File: src/rtl/prbs_gen_check.sv
// Multi-bit Fibonacci PRBS generator plus self-synchronising checker with lock FSM
// and saturating error counter. Generator and checker share polynomial parameters only.
module prbs_gen_check #(
   parameter int unsigned            g_length     = 16,
   parameter logic [g_length-1:0]    g_taps       = 16'hb400,
   parameter int unsigned            g_width      = 4,
   parameter logic [g_length-1:0]    g_init_value = 16'hace1,
   parameter int unsigned            g_lock_words = 8,
   parameter int unsigned            g_loss_bits  = 4,
   parameter int unsigned            g_cnt_width  = 16
) (
   input  logic                   clk_i,
   input  logic                   rst_n_i,
   input  logic                   gen_enable_i,
   input  logic                   seed_load_i,
   input  logic [g_length-1:0]    seed_i,
   input  logic                   inject_err_i,
   output logic [g_width-1:0]     gen_data_o,
   output logic                   gen_valid_o,
   input  logic                   chk_valid_i,
   input  logic [g_width-1:0]     chk_data_i,
   input  logic                   chk_cnt_clear_i,
   output logic                   chk_locked_o,
   output logic                   chk_err_o,
   output logic [g_cnt_width-1:0] chk_err_cnt_o
);

   localparam int unsigned ErrW     = $clog2(g_width + 1);
   localparam int unsigned BitCntW  = $clog2(g_length + g_width + 1);
   localparam int unsigned WordCntW = $clog2(g_lock_words + 1);
   localparam int unsigned SumW     = ((g_cnt_width > ErrW) ? g_cnt_width : ErrW) + 1;
   localparam logic [g_cnt_width-1:0] CntMax = '1;

   localparam logic [1:0] StSeek   = 2'd0;
   localparam logic [1:0] StVerify = 2'd1;
   localparam logic [1:0] StLocked = 2'd2;

   // ---------------- generator ----------------
   logic [g_length-1:0] gen_q, gen_d, gen_walk;
   logic [g_width-1:0]  gen_word, gen_data_q, gen_data_d;
   logic                gen_valid_q, gen_valid_d;

   always_comb begin
      gen_walk = gen_q;
      gen_word = '0;
      for (int unsigned k = 0; k < g_width; k++) begin
         gen_word[g_width-1-k] = ^(gen_walk & g_taps);
         gen_walk = {gen_walk[g_length-2:0], gen_word[g_width-1-k]};
      end
   end

   always_comb begin
      gen_d       = gen_q;
      gen_data_d  = gen_data_q;
      gen_valid_d = 1'b0;
      if (seed_load_i) begin
         // An all-zero seed would lock the LFSR up, so fall back to the reset value.
         gen_d = (seed_i == '0) ? g_init_value : seed_i;
      end else if (gen_enable_i) begin
         gen_d                  = gen_walk;
         gen_data_d             = gen_word;
         gen_data_d[g_width-1]  = gen_word[g_width-1] ^ inject_err_i;
         gen_valid_d            = 1'b1;
      end
   end

   always_ff @(posedge clk_i or negedge rst_n_i) begin
      if (!rst_n_i) begin
         gen_q       <= g_init_value;
         gen_data_q  <= '0;
         gen_valid_q <= 1'b0;
      end else begin
         gen_q       <= gen_d;
         gen_data_q  <= gen_data_d;
         gen_valid_q <= gen_valid_d;
      end
   end

   assign gen_data_o  = gen_data_q;
   assign gen_valid_o = gen_valid_q;

   // ---------------- checker ----------------
   logic [1:0]             state_q, state_d;
   logic [g_length-1:0]    chk_q, chk_d, chk_walk;
   logic [BitCntW-1:0]     bit_cnt_q, bit_cnt_d;
   logic [WordCntW-1:0]    word_cnt_q, word_cnt_d;
   logic                   err_q, err_d;
   logic [g_cnt_width-1:0] cnt_q, cnt_d, cnt_base;
   logic [SumW-1:0]        cnt_sum;
   logic [ErrW-1:0]        bit_errs;
   logic                   exp_bit;

   // In LOCKED the register free-runs on its own predictions (flywheel).
   always_comb begin
      chk_walk = chk_q;
      bit_errs = '0;
      exp_bit  = 1'b0;
      for (int unsigned k = 0; k < g_width; k++) begin
         exp_bit  = ^(chk_walk & g_taps);
         bit_errs = bit_errs + ErrW'(exp_bit ^ chk_data_i[g_width-1-k]);
         chk_walk = {chk_walk[g_length-2:0],
                     (state_q == StLocked) ? exp_bit : chk_data_i[g_width-1-k]};
      end
   end

   always_comb begin
      state_d    = state_q;
      chk_d      = chk_q;
      bit_cnt_d  = bit_cnt_q;
      word_cnt_d = word_cnt_q;
      err_d      = 1'b0;
      cnt_base   = chk_cnt_clear_i ? '0 : cnt_q;
      cnt_sum    = SumW'(cnt_base) + SumW'(bit_errs);
      cnt_d      = cnt_base;
      if (chk_valid_i) begin
         chk_d = chk_walk;
         case (state_q)
            StSeek: begin
               bit_cnt_d = bit_cnt_q + BitCntW'(g_width);
               if (32'(bit_cnt_d) >= g_length) begin
                  state_d    = StVerify;
                  word_cnt_d = '0;
               end
            end
            StVerify: begin
               if (bit_errs != '0 || chk_walk == '0) begin
                  state_d   = StSeek;
                  bit_cnt_d = '0;
               end else begin
                  word_cnt_d = word_cnt_q + WordCntW'(1);
                  if (32'(word_cnt_d) == g_lock_words) state_d = StLocked;
               end
            end
            StLocked: begin
               if (bit_errs != '0) begin
                  err_d = 1'b1;
                  cnt_d = (cnt_sum > SumW'(CntMax)) ? CntMax : cnt_sum[g_cnt_width-1:0];
                  if (32'(bit_errs) >= g_loss_bits) begin
                     state_d   = StSeek;
                     bit_cnt_d = '0;
                  end
               end
            end
            default: begin
               state_d   = StSeek;
               bit_cnt_d = '0;
            end
         endcase
      end
   end

   always_ff @(posedge clk_i or negedge rst_n_i) begin
      if (!rst_n_i) begin
         state_q    <= StSeek;
         chk_q      <= '0;
         bit_cnt_q  <= '0;
         word_cnt_q <= '0;
         err_q      <= 1'b0;
         cnt_q      <= '0;
      end else begin
         state_q    <= state_d;
         chk_q      <= chk_d;
         bit_cnt_q  <= bit_cnt_d;
         word_cnt_q <= word_cnt_d;
         err_q      <= err_d;
         cnt_q      <= cnt_d;
      end
   end

   assign chk_locked_o  = (state_q == StLocked);
   assign chk_err_o     = err_q;
   assign chk_err_cnt_o = cnt_q;

endmodule
File: config.mk
export PLATFORM = sky130hd
export DESIGN_NAME = prbs_gen_check
export DESIGN_NICKNAME = d
export VERILOG_FILES = /design/src/rtl/prbs_gen_check.sv
export SDC_FILE = /design/constraint.sdc
export NUM_CORES = 1
export LEC_CHECK = 0
export CORE_MARGIN = 2
export CORE_UTILIZATION = 59
export DETAILED_ROUTE_END_ITERATION = 16
export PLACE_DENSITY = 0.86
export SLEW_MARGIN = 20
export SYNTH_ARGS = -nofsm -noshare
export SYNTH_HDL_FRONTEND = slang
export SYNTH_SLANG_ARGS = --single-unit
File: constraint.sdc
create_clock -name clk_i -period 10.5 [get_ports clk_i]
set_input_delay 2.1 -clock clk_i [delete_from_list [all_inputs] [get_ports clk_i]]
set_output_delay 2.1 -clock clk_i [all_outputs]
set_load 0.05 [all_outputs]
## After elaboration in Yosys (flattened, before gate mapping)

Index checks and enable logic that the tools add are counted.

| cells by class | value |
|---|---|
| add/subtract/negate cells | 6 |
| magnitude comparators | 3 |
| eq/ne operators | 9 |
| multiplexer cells | 30 |
| bitwise gates (word level) | 6 |
| reductions and logical operators | 19 |

Operators with widths:

| cell | count |
|---|---|
| 2-to-1 mux 16 bit | 8 |
| XOR reduction 16 bit | 8 |
| logical NOT 16 bit | 2 |
| adder 16 x 3 -> 17 bit | 1 |
| greater-than comparator 17 x 16 -> 1 bit, second input constant | 1 |
| 2-to-1 mux 5 bit | 3 |
| case mux 5 bit (3 select lines) | 1 |
| 2-to-1 mux 2 bit | 5 |
| 2-to-1 mux 1 bit | 9 |
| 2-to-1 mux 4 bit | 2 |
| case mux 4 bit (2 select lines) | 1 |
| AND reduction 4 bit | 2 |
| inequality test 2 bit, second input constant | 3 |
| case mux 2 bit (3 select lines) | 1 |
| adder 5 x 3 -> 5 bit, second input constant | 1 |
| >= comparator 5 bit, second input constant | 1 |
| AND reduction 5 bit | 1 |
| bitwise XOR 1 bit | 5 |
| adder 4 x 1 -> 4 bit, second input constant | 1 |
| equality test 4 bit, second input constant | 1 |
| inequality test 2 x 1 -> 1 bit, second input constant | 2 |
| nonzero test 2 bit | 2 |
| adder 2 x 1 -> 3 bit | 1 |
| adder 3 x 1 -> 3 bit | 1 |
| other kinds (10) | 10 |

| storage, ports and cells | value |
|---|---|
| flip-flop bits (word level) | 65 |
| output and inout bits | 23 |
| word-level logic and storage cells | 82 |

## Logic depth before layout (Yosys ltp)

Gate-level depths: netlist of the first run.

| depth | value |
|---|---|
| depth in word-level cells | 11 |
| depth in mapped cells | 15 |

## Worst setup path after synthesis of the first run

OpenSTA, ideal clock, no wires.

| timing | value |
|---|---|
| kind | input -> register |
| start | input port chk_data_i[3] |
| end | register cnt_q[14], in the netlist chk_err_cnt_o[14] |
| setup time | 0.120 ns |
| data arrival time | 4.795 ns |
| required time | 10.380 ns |
| path slack | 5.585 ns |
| stages on the path | 13 |
| buffers on the path | 0 |
| cells stage by stage | xor2_1 fa_1 inv_1 ha_1 ha_1 inv_1 fa_1 nand2b_1 a21oi_1 nand2_1 nor3_1 nand3b_1 o211a_1 |

| on the way | value |
|---|---|
| longest elaborated chain between the ends | 10 |
| elaborated cells on any way between the ends | 11 |
| those cells by class | add/sub: 4; order compare: 1; mux: 4; bitwise: 1; reduce/logical: 1 |

Ends and longest elaborated chain:

| what | RTL line | RTL |
|---|---|---|
| start, declared | 21 | `input logic [g_width-1:0] chk_data_i,` |
| bitwise XOR 1 bit * | 100 | `bit_errs = bit_errs + ErrW'(exp_bit ^ chk_data_i[g_width-1-k]);` |
| adder 1 x 1 -> 2 bit * | 100 |  |
| adder 2 x 1 -> 3 bit * | 100 |  |
| adder 3 x 1 -> 3 bit * | 100 |  |
| adder 16 x 3 -> 17 bit | 113 | `cnt_sum = SumW'(cnt_base) + SumW'(bit_errs);` |
| greater-than comparator 17 x 16 -> 1 bit | 137 | `cnt_d = (cnt_sum > SumW'(CntMax)) ? CntMax : cnt_sum[g_cnt_width-1:0];` |
| 2-to-1 mux 16 bit | 137 |  |
| 2-to-1 mux 16 bit * | 135 | `if (bit_errs != '0) begin` |
| 2-to-1 mux 16 bit * | 117 | `case (state_q)` |
| 2-to-1 mux 16 bit * | 115 | `if (chk_valid_i) begin` |
| via cnt_d[14] | 88 | `logic [g_cnt_width-1:0] cnt_q, cnt_d, cnt_base;` |
| end signal, assigned | 166 | `cnt_q <= cnt_d;` |
| end, declared | 88 |  |

Mark *: on every way through the listed nets, which the timed path passes. The rest lies on a longest branch.
A chain may end at the register's enable or synchronous reset.

## Worst setup path in the final report of the first run

| timing | value |
|---|---|
| start | input port chk_data_i[3] |
| end | register cnt_q[5], in the netlist chk_err_cnt_o[5] |

The elaborated chain is that of the path after synthesis.

==> summary by stage, run 1 <==
Outcome
The flow ran to the end, and the final reports show no timing, DRC or antenna violations.

Die
Row generation in the floorplan step produced 27 rows. The die is 80.6 µm wide. The boundary pin count is 50. The core region is between 5000 and 6000 µm². The initial utilization of the core area, before any placement, comes to 0.621.

From bottom edge to top edge, the die measures 80.6 µm. The die outline area is 6500 µm².

Finish
The area overhead of the layout relative to synthesis is 20.5%. The final cell utilization of the core is 0.749. The number of diodes is 0.

The number of cells in the finished layout apart from fillers is 467. The finished cells cover between 4000 and 5000 µm². In the final layout, the share of cells above drive strength 1 is 0.134.

Fill cells in the final layout number 407. For this run, the post-layout net count is between 400 and 500.

Setup path
The critical path goes through clkdlybuf4s50_1 > xor2_1 > fa_1 > inv_1 > ha_1 > ha_1 > inv_1 > fa_1 > nand2b_1 > a21oi_1 > a31oi_1 > o21ai_0 > nand2_1 > a22oi_1. The critical path is of the input pin to register type. The kind of cell with the highest combined delay along the critical path is adder cells. The slowest stage of the critical path is the fa_1 cell.

The count of buffering cells on the critical path with inverters included is 3. The cell depth of the worst setup path is 14. The worst setup path is launched from an input pin. In this design, the stage delay of the slowest critical-path cell is 0.56 ns. STA classifies the critical path endpoint as a register.

The worst path arrival time is 5.66 ns. The biggest fanout along the worst timing path is 9. For the worst flop-to-flop path, the logic depth is 15.

For the worst setup path, the data required time is 10.75 ns.

Global route
The pin count of the biggest net entering global routing is 64. The initial antenna violation count is 0. The via count of the first global-routing pass is 2728. The total routing usage reported by global routing is 0.250. The global-route wire length before repair is 12400 µm. The overall overflow remaining after global route is 0.

Synthesis
Sorting the synthesized cells by area gives the leading types as dfrtp_1 40%, mux2_2 6.8%, dfstp_2 6.1%. The mean post-synth cell area is 10.2 µm². Of the total synthesized cell area, the portion taken by XOR and XNOR cells is 0.0751. The area fraction in compound gates after synthesis was 0.147. For this run, the leading register cell type out of synthesis is dfrtp_1. The area share of fa/ha/maj cells after synthesis is 0.0405.

The number of library cell types mapped by synthesis is 50. The most common cell in the netlist is dfrtp_1. The mapped netlist covers 3460 µm². Counting flops with a built-in enable in the synthesized netlist gives 0. Synthesis inferred 63 register bits. The post-synth net total is 377. Synthesis produced 340 cells. The fraction of synthesized area in multiplexers is 0.0914. Of the post-synthesis cell area, the dominant cell type holds 0.397. Of the total synthesized cell area, the portion taken by AND, OR, NAND and NOR gates is 0.158.

The dominant combinational cell family by area after synthesis is simple AND/OR/NAND/NOR gates. Of all cell types, the one taking the most synthesized area is dfrtp_1. The commonest cells after synthesis are 55 x dfrtp_1, 38 x nand2_1, 27 x o21ai_0. The portion of the post-synthesis area used by sequential elements is 0.458. Counting flops with an async set or reset pin after synthesis yields a share of 1.00. The total of warnings raised by yosys is 0.

Routing
The final routed wirelength across all metal layers is 7380 µm. Dividing the detail-routed via count by the number of cells gives 5.85. The first detailed-routing pass took 4 iterations. The remaining antenna violation count is 0. The routed layout has 2733 vias. The number of DRC violations after detailed routing is 0. The average detailed-routed wire length per instance is 15.8 µm. After the first detailed-routing iteration, the DRC count stood at 204.

Power
The power density relative to cell area is about 230 nW/µm². The final total power is 0.939 mW. The static leakage is 1.76 nW. VDD sags by at most 0.172 mV.

STA
The ratio of final minimum period to clock period is 0.515. The total negative slack is 0 ns. The clock arrives with 0.0102 ns of skew. Setup repair after global routing left no endpoint under its margin. The final number of max-transition violations is 0. The number of hold-slack violations in the final timing report is 0.

The peak clock frequency supported by timing is around 0.19 GHz. The smallest setup slack after layout is just over 5 ns. The post-route minimum period is 5.40 ns. The tightest slew margin relative to the limit is 0.432. The transition time at the pin with the least slew margin is 0.849 ns. The final hold slack is 0.483 ns.

Setup violations remaining at the end of the flow were counted as 0.

Hold path
The worst hold path was traced through 2 stages. The min-delay analysis places its worst path in the category register to register.

Clock network
In this run the deepest clock path goes through 2 buffers. Clock-pin slew was measured on the worst setup and hold paths at 0.07 ns. The number of buffers inserted for hold repair after clock tree synthesis is 0. The root buffer cell is clkbuf_8. Gates resized during post-CTS repair numbered 0.

The clock latency on the worst-skew pair is 0.34 ns. TritonCTS built the clock tree. The number of buffers added by the clock tree synthesis step is 9. The H-tree was split into 3 levels. The post-CTS setup buffer count is 0. The clock net in this run drives a total of 63 sinks.

Flow run
Across the run, the number of max-cap violations was 0.

Placement
The number of placed instances, taps included is 452. The post-placement setup slack is 4.74 ns. Routability-driven placement finished with a final weighted congestion of 0.820.

Summing all placed instances gives a cell area of about 4000 µm². Summed over all nets, the half-perimeter wirelength after detailed placement is 5220 µm. The count of input and output buffers is 49.
## worst paths after layout
check                              startpoint  slack (ns)                to
min in group asynchronous             rst_n_i        1.92         chk_q[10]
max in group asynchronous             rst_n_i        8.06          gen_q[8]
worst max register to register      chk_q[12]        6.45  chk_err_cnt_o[5]
worst min register to register  gen_data_o[1]        0.48     gen_data_o[1]
worst min-delay path            gen_data_o[1]        0.48     gen_data_o[1]
worst max-delay path            chk_data_i[3]        5.10  chk_err_cnt_o[5]
## cells in the final DEF (no fill, tap or decap), types with 9 or more instances in the layout
master / instances
dfrtp_1: 55
clkdlybuf4s50_1: 48
nand2_1: 38
o21ai_0: 27
mux2_2: 21
xnor2_1: 19
a21oi_1: 14
inv_1: 13
nor2_1: 11
clkbuf_8: 10
nand3_1: 9
o22a_1: 9
## routing by layer
layer  global-route usage  wire length [µm]  vias up  part of all wire
met3               0.0472               330       12             0.045
met4                0.103               135        0             0.018
li1                     -                 -     1314                 -
met5                    0                 0        -                 0
met1                0.334              3360     1333              0.46
met2                0.401              3550       74              0.48
## where the power goes
part           internal [mW]  switching (mW)
clock network         0.0895          0.0913
registers              0.286          0.0393
logic                  0.187           0.246
## cells by family (layout without fill, tap and decap cells)
group	count (synthesis)	count (layout)
buf+inv	26	81
flops	63	63
fa+ha+maj	10	10
mux	29	29
simple gates	107	107
xor+xnor	28	28
compound gates	77	77
## final cells by class
cell class / instances / area [µm²] / area share
clock inverter: 4 / 22.5 / 0.00540
clock buffer: 11 / 141 / 0.0339
inverter: 15 / 56.3 / 0.0135
tap: 72 / 90.1 / 0.0216
timing repair buffer: 51 / 500 / 0.120
sequential: 63 / 1590 / 0.380
multi-input combinational: 251 / 1780 / 0.425
## registers in the layout, summed over array words and instances, names as in the netlist
register and cells:
gen_q 16, chk_q 16, chk_err_cnt_o 16, gen_valid_o 1, state_q 2, chk_err_o 1, bit_cnt_q 3, word_cnt_q 4
gen_data_o 4
## worst min-delay path: stages, from the launching register on
cell and delay (ns):
dfrtp_1 0.34, nand2_1 0.05, o21ai_0 0.06
No activity file was read; power rests on OpenSTA's default activity.
==> run 2: changes to the inputs <==
- CORE_UTILIZATION: 59 -> 55
- PLACE_DENSITY: 0.86 -> 0.81
- clock period: 10.5 -> 5.5 ns (I/O delays scaled with it)
==> run 2 against run 1 <==
  * Power grew 98%
  * Global-route usage shrank 2.6 points
  * Register-to-register slack lost 5.0 ns
  * Combinational power grew 86%
  * Wire length grew 0.93%
  * First-iteration DRC count shrank 18%
  * Die area grew 6.9%
  * Cell count grew 0.86%
==> summary by stage, run 2 (synthesized netlist as in run 1, its figures left out) <==
Outcome
The flow ran to the end, and the final reports show no timing, DRC or antenna violations.

Setup path
The cell depth of the worst setup path is 14. The source of the worst register-to-register timing path is chk_q[12]. Following the worst setup path forward leads to its endpoint at chk_err_cnt_o[5]. The count of buffering cells on the critical path with inverters included is 3. The slowest stage of the critical path belongs to the cell fa_1. The reg2reg setup slack is 1.47 ns. The gate family responsible for the most delay along the worst path is adder cells.

In this design, the stage delay of the slowest critical-path cell is approximately 0.56 ns. The critical path goes through clkdlybuf4s50_1 > xor2_1 > fa_1 > inv_1 > ha_1 > ha_1 > inv_1 > fa_1 > nand2b_1 > a21oi_1 > a31oi_1 > o21ai_0 > nand2_1 > a22oi_1. The critical path endpoint category is a register. The type of element launching the critical path is an input pin. Tracing the worst setup path back leads to its startpoint at chk_data_i[3]. The worst register-to-register path ends at chk_err_cnt_o[5]. STA puts the critical path data required time at roughly 5.7 ns.

The worst path arrival time is between 4 and 5 ns. The number of cells on the worst reg-to-reg path is 15. The class of the most critical setup path is input pin to register. The biggest fanout along the worst timing path is 9.

Power
For this design the total switching power over the nets is slightly above 0.7 mW. The worst-case vdd ir drop is roughly 0.3 mV. The clock power share is 0.235. The internal power is 1.16 mW. The part of the total power dissipated in sequential elements is 0.333. Dividing total power by cell area gives a power density of 441 nW/µm². The static leakage is between 1.5 and 2 nW. The part of the power in combinational logic is 0.432. The final total power is 1.86 mW.

The switching share of power is 0.380.

STA
The tightest slew margin relative to the limit is 0.423. The total negative slack is 0 ns. The number of hold-slack violations in the final timing report is 0. The final hold slack is about 0.49 ns. The final number of max-transition violations was 0. In the post-route analysis, the smallest setup slack over all paths is 1.09 ns.

For the pin with the worst max-slew slack, the measured transition is between 0.8 and 0.9 ns. The largest clock skew in the final design is 0.0104 ns. Of the available clock period, the critical path in the final layout requires 0.802. The post-route minimum period is 4.41 ns. The peak clock frequency supported by timing is 0.227 GHz. Setup repair after global routing left no endpoint under its margin.

Setup violations remaining at the end of the flow were counted as 0.

Clock network
Once the clock tree was built, the setup fixing pass inserted 0 buffers. The clock transition time at the flip-flop clock pins of the worst setup and hold paths is 0.08 ns. For this design, the sink count on the clock tree is 63. CTS placed an instance of clkbuf_8 at the clock tree root. The maximum level of the CTS H-tree is 3. The total of cells resized after clock tree synthesis is 0. The TritonCTS clock tree is built. The clock passes through at most 2 buffers.

The number of buffers added by the clock tree synthesis step is 9. The number of buffers inserted for hold repair after clock tree synthesis is 0. Clock latency on the worst-skew pair, taken at its later pin, is 0.33 ns.

Die
The floorplan has 28 rows. The boundary pin count is 50. In this run the vertical extent of the chip is 83.4 µm.

The total area inside the core boundary comes to 5990 µm². The initial utilization of the core area, before any placement, comes to 0.578. The die covers 6950 µm². The horizontal extent of the die is around 83 µm.

Routing
The detail route stage leaves a number of antenna-violating nets equal to 0. The first routing iteration left 168 violations. Dividing the detail-routed via count by the number of cells gives 5.76. The first TritonRoute pass finished after 4 iterations. The average detailed-routed wire length per instance is around 16 µm. For this block, the via count after detailed routing is 2711.

The final routed wirelength across all metal layers is 7450 µm. The number of DRC violations after detailed routing is 0.

Finish
In the final design database the tool counted 428 nets. The number of diodes is 0. Registers take ~1600 µm². The combined area of the multi-input logic cells is 1780 µm². In the layout the commonest cells are 55 x dfrtp_1, 48 x clkdlybuf4s50_1, 38 x nand2_1. The area overhead of the layout relative to synthesis is 22.0%. The number of inserted filler cells in the final layout is 442. In the final layout, the share of cells above drive strength 1 is 0.136. The most common cell after layout, fill and taps aside is dfrtp_1. The finished layout holds 471 standard cells, fillers aside.

Global route
In the global route stage, overall resource usage came out at 0.224. The overall overflow remaining after global route is 0. Entering global routing, the biggest net connects 64 pins. The via count of the first global-routing pass was 2716. The initial antenna violation count is 0. The first global-routing pass estimated around 13000 µm of wire.

Placement
The detailed placer's ending HPWL is just over 5000 µm. The count of input and output buffers is 49. Once placement completed, the tool counted placed cells totaling 455. Timing analysis after detailed placement gives a worst setup slack of a little under 0.8 ns. The routability congestion estimate from global placement is 0.860.

Flow run
Max-cap violations in this run came to 0.

Hold path
The path class of the tightest hold or removal check is register to register.
-- run 2: worst reg2reg max path, stage by stage, from the launching register on --
cell	delay, ns
dfrtp_1	0.42
xnor2_1	0.29
xnor2_1	0.22
xor2_1	0.14
fa_1	0.56
inv_1	0.04
ha_1	0.19
ha_1	0.33
inv_1	0.08
fa_1	0.45
nand2b_1	0.17
a21oi_1	0.29
a31oi_1	0.32
o21ai_0	0.16
nand2_1	0.08
a22oi_1	0.20
-- run 2: power groups by stage --
stage | combinational [mW] | clock (mW) | sequential [mW]
2_1_floorplan | 0.588 | 0 | 0.645
3_3_place_gp | 0.776 | 0 | 0.625
4_1_cts | 0.807 | 0.448 | 0.620
6_report | 0.805 | 0.438 | 0.620
5_1_grt | 0.910 | 0.462 | 0.634
3_5_place_dp | 0.805 | 0 | 0.628
-- run 2: how the worst min path moves through the flow --
stage	from	end	slack, ns	cells after the start
4_1_cts	gen_data_o[3]	gen_data_o[3]	0.49	2
5_1_grt	gen_data_o[3]	gen_data_o[3]	0.54	2
3_5_place_dp	gen_data_o[3]	gen_data_o[3]	0.47	2
2_1_floorplan	chk_q[6]	chk_q[10]	0.47	2
6_report	gen_data_o[3]	gen_data_o[3]	0.49	2
3_3_place_gp	gen_data_o[3]	gen_data_o[3]	0.47	2
-- run 2: through the flow --
stage          cell area (µm²)  utilization
2_1_floorplan             3460            -
3_3_place_gp              4010        0.670
3_5_place_dp              4010        0.670
4_1_cts                   4230        0.705
5_1_grt                   4230        0.705
6_report                  4230        0.705
-- run 2: final cells by class --
cell class / instances / share of cell area
clock buffers: 10 / 0.0302
clock inverters: 6 / 0.0201
inverters: 15 / 0.0133
multi-input cells: 251 / 0.420
flip-flops and latches: 63 / 0.375
well taps: 75 / 0.0222
repair buffers: 51 / 0.118
-- run 2: routing by layer --
metal | up-vias | track usage | wire length, µm
met5 | - | 0 | 0
met4 | 0 | 0.0849 | 121
met3 | 13 | 0.0398 | 311
met2 | 63 | 0.359 | 3590
met1 | 1313 | 0.304 | 3430
li1 | 1322 | - | -
==> run 3: changes to the inputs <==
- clock period: 5.5 -> 4.6 ns (I/O delays scaled with it)
==> run 3 against run 2 <==
  * Worst hold slack worse by 0.0067 ns
  * Non-clock buffer count up 4
  * Critical path depth unchanged
  * Cell count up 0.85%
  * Clock skew about the same
  * Wire length down 1.5%
  * Critical endpoint unchanged
  * Largest power group unchanged
==> summary by stage, run 3 (synthesized netlist as in run 1, its figures left out) <==
Routing
The initial detailed-routing violation count is just under 200. The remaining antenna violation count is 0. The average detailed-routed wire length per instance is 15.4 µm. The final routed wirelength across all metal layers is 7340 µm. The first detailed-routing pass took 5 iterations. The detailed-route vias per instance is 5.70. In the routed design, unresolved DRC markers number 0. Summing over every cut layer, the via total after detailed routing is 2707.

STA
Derived from the worst setup path, the maximum achievable clock frequency is roughly 0.24 GHz. For the final routed database, the setup TNS stands at 0 ns. The largest clock skew in the final design is about 0.011 ns. Setup violations remaining at the end of the flow were counted as 0.

Setup repair after global routing left no endpoint under its margin. The tightest hold path in the finished design has a slack of 0.481 ns. The transition time at the pin with the least slew margin is 0.914 ns. The number of hold-slack violations in the final timing report is 0. Counting I/O delays and the setup requirement, the final critical path takes between 4 and 5 ns. The ratio of final minimum period to clock period is 0.909. The final number of max-transition violations is 0. The tightest slew margin relative to the limit is 0.389.

Setup path
The largest single stage delay on the critical path is roughly 0.56 ns. The critical path is of the input pin to register type. In this run the register-to-register setup slack is 0.58 ns. The critical path starts at chk_data_i[3]. The gate family responsible for the most delay along the worst path is adder cells. The count of buffering cells on the critical path with inverters included is 3. The source of the worst register-to-register timing path is chk_q[12]. STA puts the critical path data required time at 4.85 ns.

The type of element launching the critical path is an input pin. The slowest cell on the critical path is fa_1. The biggest fanout along the worst timing path is 9.

Walking the worst path, the cells encountered are clkdlybuf4s50_1 > xor2_1 > fa_1 > inv_1 > ha_1 > ha_1 > inv_1 > fa_1 > nand2b_1 > a21oi_1 > a31oi_1 > o21ai_0 > nand2_1 > a22oi_1. At the worst endpoint, the arrival time is 4.43 ns. The worst setup path is captured at a register.

Hold path
The critical hold path startpoint is gen_data_o[3]. The tightest min-delay check is of the register to register type.

Flow run
The number of max-cap violations is 0.

Clock network
The number of buffers inserted for hold repair after clock tree synthesis is 0. After clock tree synthesis, the clock-pin slew on the worst setup and hold paths is 0.07 ns. The root buffer cell is clkbuf_8. The H-tree generated during clock tree synthesis spans 3 levels. The clock latency on the worst-skew pair is 0.35 ns. The TritonCTS sink count is 63. The TritonCTS clock tree is built. The post-CTS setup buffer count is 0. The total of cells resized after clock tree synthesis is 0. The maximum root-to-sink buffer count is 2. The number of buffers added by the clock tree synthesis step is 9.

Placement
Port buffering added approximately 50 buffers. Detailed placement ended at an HPWL of 5110 µm. The routability congestion estimate from global placement is 0.878.

Finish
The most common cell after layout, fill and taps aside is dfrtp_1. Of the cells placed in the final design, the portion with a size suffix greater than 1 is 0.148. The final layout contains 432 nets. The repair_antennas step left the layout with diodes totalling 0. The area growth from synthesis to layout is 23.8%.

In the layout the commonest cells are 55 x dfrtp_1, 48 x clkdlybuf4s50_1, 38 x nand2_1.

Die
During I/O placement, the number of pins put on the boundary was 50. Row generation in the floorplan step produced 28 rows. The horizontal extent of the die is 83.4 µm. The effective utilization at floorplan is 0.578. The die outline area is around 6900 µm². The die outline height is 83.4 µm.

In this run the standard cell core region covers 5990 µm².

Global route
The pin count of the biggest net entering global routing is 64. The first global-routing pass estimated 12400 µm of wire. The total routing usage reported by global routing is 0.219. The via count of the first global-routing pass is 2675. The overall overflow remaining after global route is 0. The initial antenna violation count is 0.

Outcome
The run finished with clean final reports.

Power
Summing internal, switching and leakage power gives 2.34 mW. The worst-case IR drop observed on VDD is roughly 0.38 mV. In this run the power density over the cells is 547 nW/µm². In this run the static leakage power is 1.82 nW.
-- run 3: cell types whose count changed in the layout (fill, tap and decap cells not counted), sizes merged --
cell / before / now
buf: 3 / 7
bufinv: 2 / 3
clkinvlp: 2 / 0
clkinv: 2 / 4
clkbuf: 10 / 9
-- run 3: through the flow --
step / cells / worst slack (ns) / instance area (µm²) / util
global route: 475 / 0.201 / 4290 / 0.716
finish: 475 / 0.417 / 4290 / 0.716
detailed placement: 459 / 0.0942 / 4040 / 0.675
global placement: 459 / 0.201 / 4040 / 0.675
CTS: 475 / 0.450 / 4290 / 0.716
floorplan: 340 / 0.865 / 3460 / -
-- run 3: per-layer routing --
layer,track usage,vias to the layer above,part of all wire
met1,0.299,1306,0.48
met4,0.0566,0,0.011
met3,0.0656,8,0.041
met5,0,-,0
li1,-,1326,-
met2,0.343,67,0.47
-- run 3: cell type report --
class	count	area [µm²]
clock buffer	9	124
clock inverter	7	121
fill	452	1700
inverter	15	56.3
multi-input combinational	251	1780
sequential	63	1590
tap	75	93.8
timing repair buffer	55	531
-- run 3: final timing paths --
| path | to | cells past startpoint |
|---|---|---|
| min | gen_data_o[3] | 2 |
| min in group asynchronous | chk_q[11] | 2 |
| max | chk_err_cnt_o[5] | 14 |
| min reg2reg | gen_data_o[3] | 2 |
| max reg2reg | chk_err_cnt_o[5] | 15 |
| max in group asynchronous | word_cnt_q[3] | 2 |
-- run 3: tightest hold or removal path, cell delays in order, from the launching register on --
cell and delay [ns]:
dfrtp_1 0.35, nand2_1 0.05, o21ai_0 0.06
-- run 3: power by group --
group	switching [mW]	internal, mW	total (mW)
clock	0.230	0.362	0.591
sequential	0.0886	0.653	0.741
combinational	0.550	0.461	1.01
total	0.868	1.48	2.34
